**src/rtl/store_buffer_if.sv**
```systemverilog
// Store buffer bus bundle: core store requests, load probe, and data-memory write port.
// The slave modport is the buffer's view; the master modport is the core/memory side.
interface store_buffer_if #(
    parameter int DEPTH  = 4,
    parameter int ADDR_W = 32,
    parameter int DATA_W = 32
);
    localparam int CNT_W = $clog2(DEPTH) + 1;

    logic              st_valid;
    logic              st_ready;
    logic [ADDR_W-1:0] st_address;
    logic [DATA_W-1:0] st_write_data;
    logic [2:0]        st_fun3;

    logic              ld_en;
    logic [ADDR_W-1:0] ld_address;
    logic [2:0]        ld_fun3;
    logic              ld_fwd_hit;
    logic [DATA_W-1:0] ld_fwd_data;
    logic              ld_stall;

    logic              mem_busy;
    logic              mem_wd_en;
    logic [ADDR_W-1:0] mem_address;
    logic [DATA_W-1:0] mem_write_data;
    logic [2:0]        mem_fun3;

    logic              empty;
    logic [CNT_W-1:0]  count;

    modport slave (
        input  st_valid, st_address, st_write_data, st_fun3,
        input  ld_en, ld_address, ld_fun3, mem_busy,
        output st_ready, ld_fwd_hit, ld_fwd_data, ld_stall,
        output mem_wd_en, mem_address, mem_write_data, mem_fun3, empty, count
    );

    modport master (
        output st_valid, st_address, st_write_data, st_fun3,
        output ld_en, ld_address, ld_fun3, mem_busy,
        input  st_ready, ld_fwd_hit, ld_fwd_data, ld_stall,
        input  mem_wd_en, mem_address, mem_write_data, mem_fun3, empty, count
    );
endinterface

```
**src/rtl/store_buffer.sv**
```systemverilog
// Circular store buffer draining to the data-memory write port, with load probe.
// Define STB_FWD_EN to forward word stores to loads; otherwise any address hit stalls.
module store_buffer #(
    parameter int DEPTH  = 4,
    parameter int ADDR_W = 32,
    parameter int DATA_W = 32
) (
    input  logic          clk,
    input  logic          rst,
    store_buffer_if.slave sb
);
    localparam int PTR_W = $clog2(DEPTH);
    localparam int CNT_W = PTR_W + 1;

    localparam logic [2:0] F3_SW  = 3'b010;
    localparam logic [2:0] F3_LB  = 3'b000;
    localparam logic [2:0] F3_LH  = 3'b001;
    localparam logic [2:0] F3_LW  = 3'b010;
    localparam logic [2:0] F3_LBU = 3'b100;
    localparam logic [2:0] F3_LHU = 3'b101;

    function automatic logic [DATA_W-1:0] load_extend(input logic [DATA_W-1:0] d,
                                                       input logic [2:0] f3);
        logic [DATA_W-1:0] r;
        case (f3)
            F3_LB:   r = {{(DATA_W-8){d[7]}}, d[7:0]};
            F3_LH:   r = {{(DATA_W-16){d[15]}}, d[15:0]};
            F3_LW:   r = d;
            F3_LBU:  r = {{(DATA_W-8){1'b0}}, d[7:0]};
            F3_LHU:  r = {{(DATA_W-16){1'b0}}, d[15:0]};
            default: r = '0;
        endcase
        return r;
    endfunction

    logic [PTR_W-1:0]  head_q, head_d, tail_q, tail_d;
    logic [CNT_W-1:0]  count_q, count_d;
    logic [ADDR_W-1:0] addr_q [DEPTH];
    logic [ADDR_W-1:0] addr_d [DEPTH];
    logic [DATA_W-1:0] data_q [DEPTH];
    logic [DATA_W-1:0] data_d [DEPTH];
    logic [2:0]        fun3_q [DEPTH];
    logic [2:0]        fun3_d [DEPTH];

    logic              st_ready_s, empty_s, mem_wd_en_s, push_s, pop_s;
    logic              match_s, fwd_hit_s, stall_s;
    logic [PTR_W-1:0]  idx_s;
    logic [DATA_W-1:0] fwd_data_s;
`ifdef STB_FWD_EN
    logic              match_sw_s;
    logic [DATA_W-1:0] match_data_s;
`endif

    assign st_ready_s  = (count_q < CNT_W'(DEPTH));
    assign empty_s     = (count_q == '0);
    assign mem_wd_en_s = !empty_s && !sb.mem_busy && !rst;
    assign push_s      = sb.st_valid && st_ready_s;
    assign pop_s       = mem_wd_en_s;

    // Next-state for pointers, occupancy and entry storage.
    always_comb begin
        head_d  = head_q;
        tail_d  = tail_q;
        count_d = count_q;
        addr_d  = addr_q;
        data_d  = data_q;
        fun3_d  = fun3_q;
        if (push_s) begin
            addr_d[tail_q] = sb.st_address;
            data_d[tail_q] = sb.st_write_data;
            fun3_d[tail_q] = sb.st_fun3;
            tail_d         = tail_q + PTR_W'(1);
        end else begin
            tail_d = tail_q;
        end
        if (pop_s) begin
            head_d = head_q + PTR_W'(1);
        end else begin
            head_d = head_q;
        end
        case ({push_s, pop_s})
            2'b10:   count_d = count_q + CNT_W'(1);
            2'b01:   count_d = count_q - CNT_W'(1);
            default: count_d = count_q;
        endcase
    end

    // Load probe: walk oldest to youngest so the last held match wins.
    always_comb begin
        match_s = 1'b0;
        idx_s   = head_q;
`ifdef STB_FWD_EN
        match_sw_s   = 1'b0;
        match_data_s = '0;
`endif
        for (int i = 0; i < DEPTH; i++) begin
            idx_s = head_q + PTR_W'(i);
            if ((CNT_W'(i) < count_q) && (addr_q[idx_s] == sb.ld_address)) begin
                match_s = 1'b1;
`ifdef STB_FWD_EN
                match_sw_s   = (fun3_q[idx_s] == F3_SW);
                match_data_s = data_q[idx_s];
`endif
            end else begin
                match_s = match_s;
            end
        end
    end

    // Forward / stall decision for the probing load.
    always_comb begin
`ifdef STB_FWD_EN
        fwd_hit_s  = sb.ld_en && match_s && match_sw_s;
        stall_s    = sb.ld_en && match_s && !match_sw_s;
        fwd_data_s = fwd_hit_s ? load_extend(match_data_s, sb.ld_fun3) : '0;
`else
        fwd_hit_s  = 1'b0;
        stall_s    = sb.ld_en && match_s;
        fwd_data_s = '0;
`endif
    end

    // Pointer and occupancy state; reset discards all pending stores.
    always_ff @(posedge clk) begin
        if (rst) begin
            head_q  <= '0;
            tail_q  <= '0;
            count_q <= '0;
        end else begin
            head_q  <= head_d;
            tail_q  <= tail_d;
            count_q <= count_d;
        end
    end

    // Entry storage; contents are only observed below count, so no reset is needed.
    always_ff @(posedge clk) begin
        addr_q <= addr_d;
        data_q <= data_d;
        fun3_q <= fun3_d;
    end

    assign sb.st_ready       = st_ready_s;
    assign sb.empty          = empty_s;
    assign sb.count          = count_q;
    assign sb.mem_wd_en      = mem_wd_en_s;
    assign sb.mem_address    = empty_s ? '0 : addr_q[head_q];
    assign sb.mem_write_data = empty_s ? '0 : data_q[head_q];
    assign sb.mem_fun3       = empty_s ? 3'b000 : fun3_q[head_q];
    assign sb.ld_fwd_hit     = fwd_hit_s;
    assign sb.ld_fwd_data    = fwd_data_s;
    assign sb.ld_stall       = stall_s;
endmodule

```
**src/flat_wrapper.sv**
```systemverilog
// flat-port wrapper written by rule: the top's interface ports become plain ports
module store_buffer_flat 
#(
    parameter int DEPTH  = 4,
    parameter int ADDR_W = 32,
    parameter int DATA_W = 32
)
  (clk, rst, sb_st_valid, sb_st_address, sb_st_write_data, sb_st_fun3, sb_ld_en, sb_ld_address, sb_ld_fun3, sb_mem_busy, sb_st_ready, sb_ld_fwd_hit, sb_ld_fwd_data, sb_ld_stall, sb_mem_wd_en, sb_mem_address, sb_mem_write_data, sb_mem_fun3, sb_empty, sb_count);
  store_buffer_if #(.DEPTH(DEPTH), .ADDR_W(ADDR_W), .DATA_W(DATA_W)) sb_i ();
  input  logic clk;
  input  logic rst;
  input wire logic [$bits(sb_i.st_valid)-1:0] sb_st_valid;
  input wire logic [$bits(sb_i.st_address)-1:0] sb_st_address;
  input wire logic [$bits(sb_i.st_write_data)-1:0] sb_st_write_data;
  input wire logic [$bits(sb_i.st_fun3)-1:0] sb_st_fun3;
  input wire logic [$bits(sb_i.ld_en)-1:0] sb_ld_en;
  input wire logic [$bits(sb_i.ld_address)-1:0] sb_ld_address;
  input wire logic [$bits(sb_i.ld_fun3)-1:0] sb_ld_fun3;
  input wire logic [$bits(sb_i.mem_busy)-1:0] sb_mem_busy;
  output wire logic [$bits(sb_i.st_ready)-1:0] sb_st_ready;
  output wire logic [$bits(sb_i.ld_fwd_hit)-1:0] sb_ld_fwd_hit;
  output wire logic [$bits(sb_i.ld_fwd_data)-1:0] sb_ld_fwd_data;
  output wire logic [$bits(sb_i.ld_stall)-1:0] sb_ld_stall;
  output wire logic [$bits(sb_i.mem_wd_en)-1:0] sb_mem_wd_en;
  output wire logic [$bits(sb_i.mem_address)-1:0] sb_mem_address;
  output wire logic [$bits(sb_i.mem_write_data)-1:0] sb_mem_write_data;
  output wire logic [$bits(sb_i.mem_fun3)-1:0] sb_mem_fun3;
  output wire logic [$bits(sb_i.empty)-1:0] sb_empty;
  output wire logic [$bits(sb_i.count)-1:0] sb_count;
  assign sb_i.st_valid = sb_st_valid;
  assign sb_i.st_address = sb_st_address;
  assign sb_i.st_write_data = sb_st_write_data;
  assign sb_i.st_fun3 = sb_st_fun3;
  assign sb_i.ld_en = sb_ld_en;
  assign sb_i.ld_address = sb_ld_address;
  assign sb_i.ld_fun3 = sb_ld_fun3;
  assign sb_i.mem_busy = sb_mem_busy;
  assign sb_st_ready = sb_i.st_ready;
  assign sb_ld_fwd_hit = sb_i.ld_fwd_hit;
  assign sb_ld_fwd_data = sb_i.ld_fwd_data;
  assign sb_ld_stall = sb_i.ld_stall;
  assign sb_mem_wd_en = sb_i.mem_wd_en;
  assign sb_mem_address = sb_i.mem_address;
  assign sb_mem_write_data = sb_i.mem_write_data;
  assign sb_mem_fun3 = sb_i.mem_fun3;
  assign sb_empty = sb_i.empty;
  assign sb_count = sb_i.count;
  store_buffer #(.DEPTH(DEPTH), .ADDR_W(ADDR_W), .DATA_W(DATA_W)) u_core (.clk(clk), .rst(rst), .sb(sb_i));
endmodule
```
**config.mk**
```make
export PLATFORM = sky130hd
export DESIGN_NAME = store_buffer_flat
export DESIGN_NICKNAME = d
export VERILOG_FILES = /design/src/rtl/store_buffer_if.sv /design/src/rtl/store_buffer.sv /design/src/flat_wrapper.sv
export SDC_FILE = /design/constraint.sdc
export NUM_CORES = 1
export LEC_CHECK = 0
export ABC_AREA = 1
export CORE_UTILIZATION = 40
export DETAILED_ROUTE_END_ITERATION = 7
export GPL_ROUTABILITY_DRIVEN = 0
export MAX_ROUTING_LAYER = met4
export PLACE_DENSITY = 0.71
export RECOVER_POWER = 100
export SYNTH_ARGS = -nofsm -noshare
export SYNTH_HDL_FRONTEND = slang
export SYNTH_SLANG_ARGS = --single-unit
```
**constraint.sdc**
```tcl
create_clock -name clk -period 12.4 [get_ports clk]
set_clock_uncertainty 0.2 [all_clocks]
set_input_delay 1.24 -clock clk [delete_from_list [all_inputs] [get_ports clk]]
set_output_delay 1.24 -clock clk [all_outputs]
set_load 0.01 [all_outputs]
```
==> flow_summary.json <==
{
  "hold_end": "u_core.tail_q[1]",
  "busiest_layer": "met2",
  "setup_slack_ps": 3404,
  "grt_setup_unrepaired": "false",
  "mostFrequentLayoutCell": "nand2_1",
  "place_inst": 2455,
  "hold_buffers": 0,
  "portBuffers": 177,
  "dieWidth_um": 197.9,
  "hold_path.startpoint": "u_core.tail_q[1]",
  "maxSlewViolCount": 449,
  "synth_warnings": 0,
  "ff2ff_path_depth": 4,
  "r2r_start": "u_core.head_q[0]",
  "hp-class": "register to register",
  "grt_pass1_vias": 12460,
  "grt_use_met2_pct": 37.91,
  "die_h_um": 197.9,
  "worst_skew_pair.late_latency_ps": 580,
  "arrival_ps": 7560,
  "finalHoldViolations": 0,
  "placementRows": 71,
  "start_util_pct": 40.67,
  "path_max_fanout": 102,
  "syn_inst": 1839,
  "layout_common_cells": "729 x nand2_1, 288 x nand3_1, 268 x edfxtp_1, 141 x dlygate4sd3_1, 102 x inv_1",
  "boundaryPins": 214,
  "slew_headroom_pct": -181.6,
  "power.density_nw_per_um2": 163.2,
  "initialDrtViolationCount": 1506,
  "ctsLongestPathBuffers": 3,
  "cp.required_ps": 10960,
  "hold_depth": 2,
  "period_share_pct": 72.55,
  "vdd_ir_drop_max_mv": 0.1187,
  "synth-async-reset-ratio_pct": 0,
  "grt_max_degree": 103,
  "antenna_found_initial": 12,
  "synth_flop_cell": "edfxtp_1",
  "final_cells": 2518,
  "drive_above_1_share_pct": 3.108,
  "post_cts_buffers": 0,
  "grt_pass1_wl_um": 68770,
  "path_class": "register to output pin",
  "leakage_nw": 7.618,
  "dieArea_um2": 39170,
  "failed_checks": "capacitance limit, slew limit",
  "cts-resized-gates": 0,
  "place_ws_ps": 6445,
  "clock-sinks": 275,
  "vias": 13390,
  "synth_cell_types": 33,
  "cts_tree": "done",
  "use_met3_pct": 6.132,
  "cpMostUsedCell": "nand2_1",
  "yosysSeqAreaShare_pct": 53.33,
  "start_kind": "register",
  "critPathSlowestCell": "clkbuf_1",
  "tightest_slew_ps": 4224,
  "drc": 0,
  "max_stage_delay_ps": 2970,
  "numCtsBuffers": 30,
  "regToRegEndpoint": "u_core.head_q[1]",
  "synth-edff-count": 268,
  "syn_area_um2": 15350,
  "wl_um": 45390,
  "end_kind": "output pin",
  "clk_pin_slew_ps": 60,
  "synth-seq-cells": 275,
  "fmax_mhz": 111.2,
  "grt-ovfl-total": 0,
  "period_needed_ps": 8996,
  "core_area_um2": 37760,
  "drtAntennaViolNets": 0,
  "status": "complete, but fails checks",
  "totalNegativeSetupSlack_ps": 0,
  "dr.pass1.iters": 6,
  "max-cap-violations": 10,
  "vias_per_cell": 5.317,
  "worstPathCellList": "clkbuf_1 -> nand2_1 -> nand2_2 -> buf_4 -> nand2_1 -> nand3_1 -> nand2_1 -> nor2_1 -> nand2_1 -> nor2_1 -> nand2_1 -> nor2_1 -> nand2_1 -> nand2_1 -> nor2_1 -> nor2_1 -> clkdlybuf4s50_1",
  "h-tree-depth": 1,
  "use_met1_pct": 29.15,
  "wl_per_cell_um": 18.03,
  "r2r_setup_slack_ps": 7150,
  "setup_violations": 0,
  "grt_usage_pct": 23.75,
  "syn_area_per_cell_um2": 8.349,
  "fin_nets": 2092,
  "area_growth_pct": 18.85,
  "cts-root-buf": "clkbuf_16",
  "dpl.hpwl_um": 30810
}
## cell usage after synthesis (2+ instances only)
cell type / count / area, um^2
clkinv_1: 4 / 15.01
clkbuf_1: 24 / 90.09
nand2_2: 3 / 18.77
a31oi_1: 35 / 219.0
a211oi_1: 2 / 15.01
inv_1: 103 / 386.6
nand3_1: 288 / 1441
buf_6: 12 / 135.1
o21ai_1: 10 / 50.05
nand2_1: 729 / 2736
o21a_1: 4 / 30.03
ha_1: 9 / 112.6
nand4_1: 8 / 50.05
xor2_1: 24 / 210.2
nor2_1: 100 / 375.4
and2_1: 3 / 18.77
buf_1: 8 / 30.03
a21oi_1: 17 / 85.08
nor3_1: 4 / 20.02
o21bai_1: 2 / 15.01
a22oi_1: 35 / 262.8
o21ai_0: 39 / 195.2
dfxtp_1: 7 / 140.1
buf_2: 38 / 190.2
edfxtp_1: 268 / 8048
o211ai_1: 16 / 120.1
buf_4: 41 / 307.8
## stage by stage
stage	power, mW	hold WS (ps)	utilization [%]	cell area (um^2)
after global routing	3.131	392.6	48.33	18250
after CTS	3.000	359.6	48.37	18260
after floorplan	1.758	300.5	-	15470
after detailed placement	2.138	349.1	45.85	17310
final	2.978	353.9	48.33	18250
after global placement	2.119	321.7	45.85	17310
## logic make-up (layout without fill, tap and decap cells)
kind of cell | count (synthesis) | in the layout | synth area share (%)
AND/OR/NAND/NOR | 1138 | 1138 | 30.48
flip-flops | 275 | 275 | 53.33
buffers and inverters | 231 | 355 | 7.563
AO/OA/AOI/OAI | 161 | 161 | 6.503
XOR/XNOR | 24 | 24 | 1.369
adder cells (fa/ha/maj) | 9 | 9 | 0.7334
other | 1 | 45 | 0.02442
## power by group
group          internal [mW]  switching (mW)  total, mW  leakage [nW]
registers               1.08          0.0398       1.12          2.52
logic                  0.330           0.657      0.987          4.64
clock network          0.504           0.365      0.869         0.463
## per-layer routing
metal	up-vias	share of wire [%]
met5	-	0
met4	0	3.7
met3	107	12
met2	685	46
met1	6162	38
li1	6435	-
## sequential cells by signal, indices dropped and copies added, names as in the netlist
| register | count |
|---|---|
| u_core.addr_q | 128 |
| u_core.fun3_q | 12 |
| u_core.tail_q | 2 |
| u_core.head_q | 2 |
| u_core.data_q | 128 |
| u_core.sb.count | 3 |
## critical path: cells and delay by family (launching register included)
kind          cells  cell delay, ps
buf+inv           3            4030
flops             1             730
simple gates     14            2130
## area by class of cell
class | instances | area (um^2)
Clock buffer | 35 | 769.5
Sequential cell | 275 | 8195
Timing Repair Buffer | 196 | 1877
Clock inverter | 16 | 181.4
Inverter | 108 | 407.9
Fill cell | 3469 | 19510
Multi-Input combinational cell | 1365 | 6147
Antenna cell | 12 | 30.03
Tap cell | 511 | 639.4
## worst max path at each step
stage / endpoint / start / slack, ps / depth (start not counted)
after floorplan: u_core.addr_q[0] / sb_st_valid / 7480 / 2
after global placement: sb_ld_stall / u_core.head_q[0] / 6510 / 17
after detailed placement: sb_ld_stall / u_core.head_q[0] / 6450 / 17
after CTS: sb_ld_stall / u_core.head_q[0] / 5830 / 17
after global routing: sb_ld_stall / u_core.head_q[0] / 2710 / 17
final: sb_ld_stall / u_core.head_q[0] / 3400 / 17
Power figures use the tool's default switching activity.
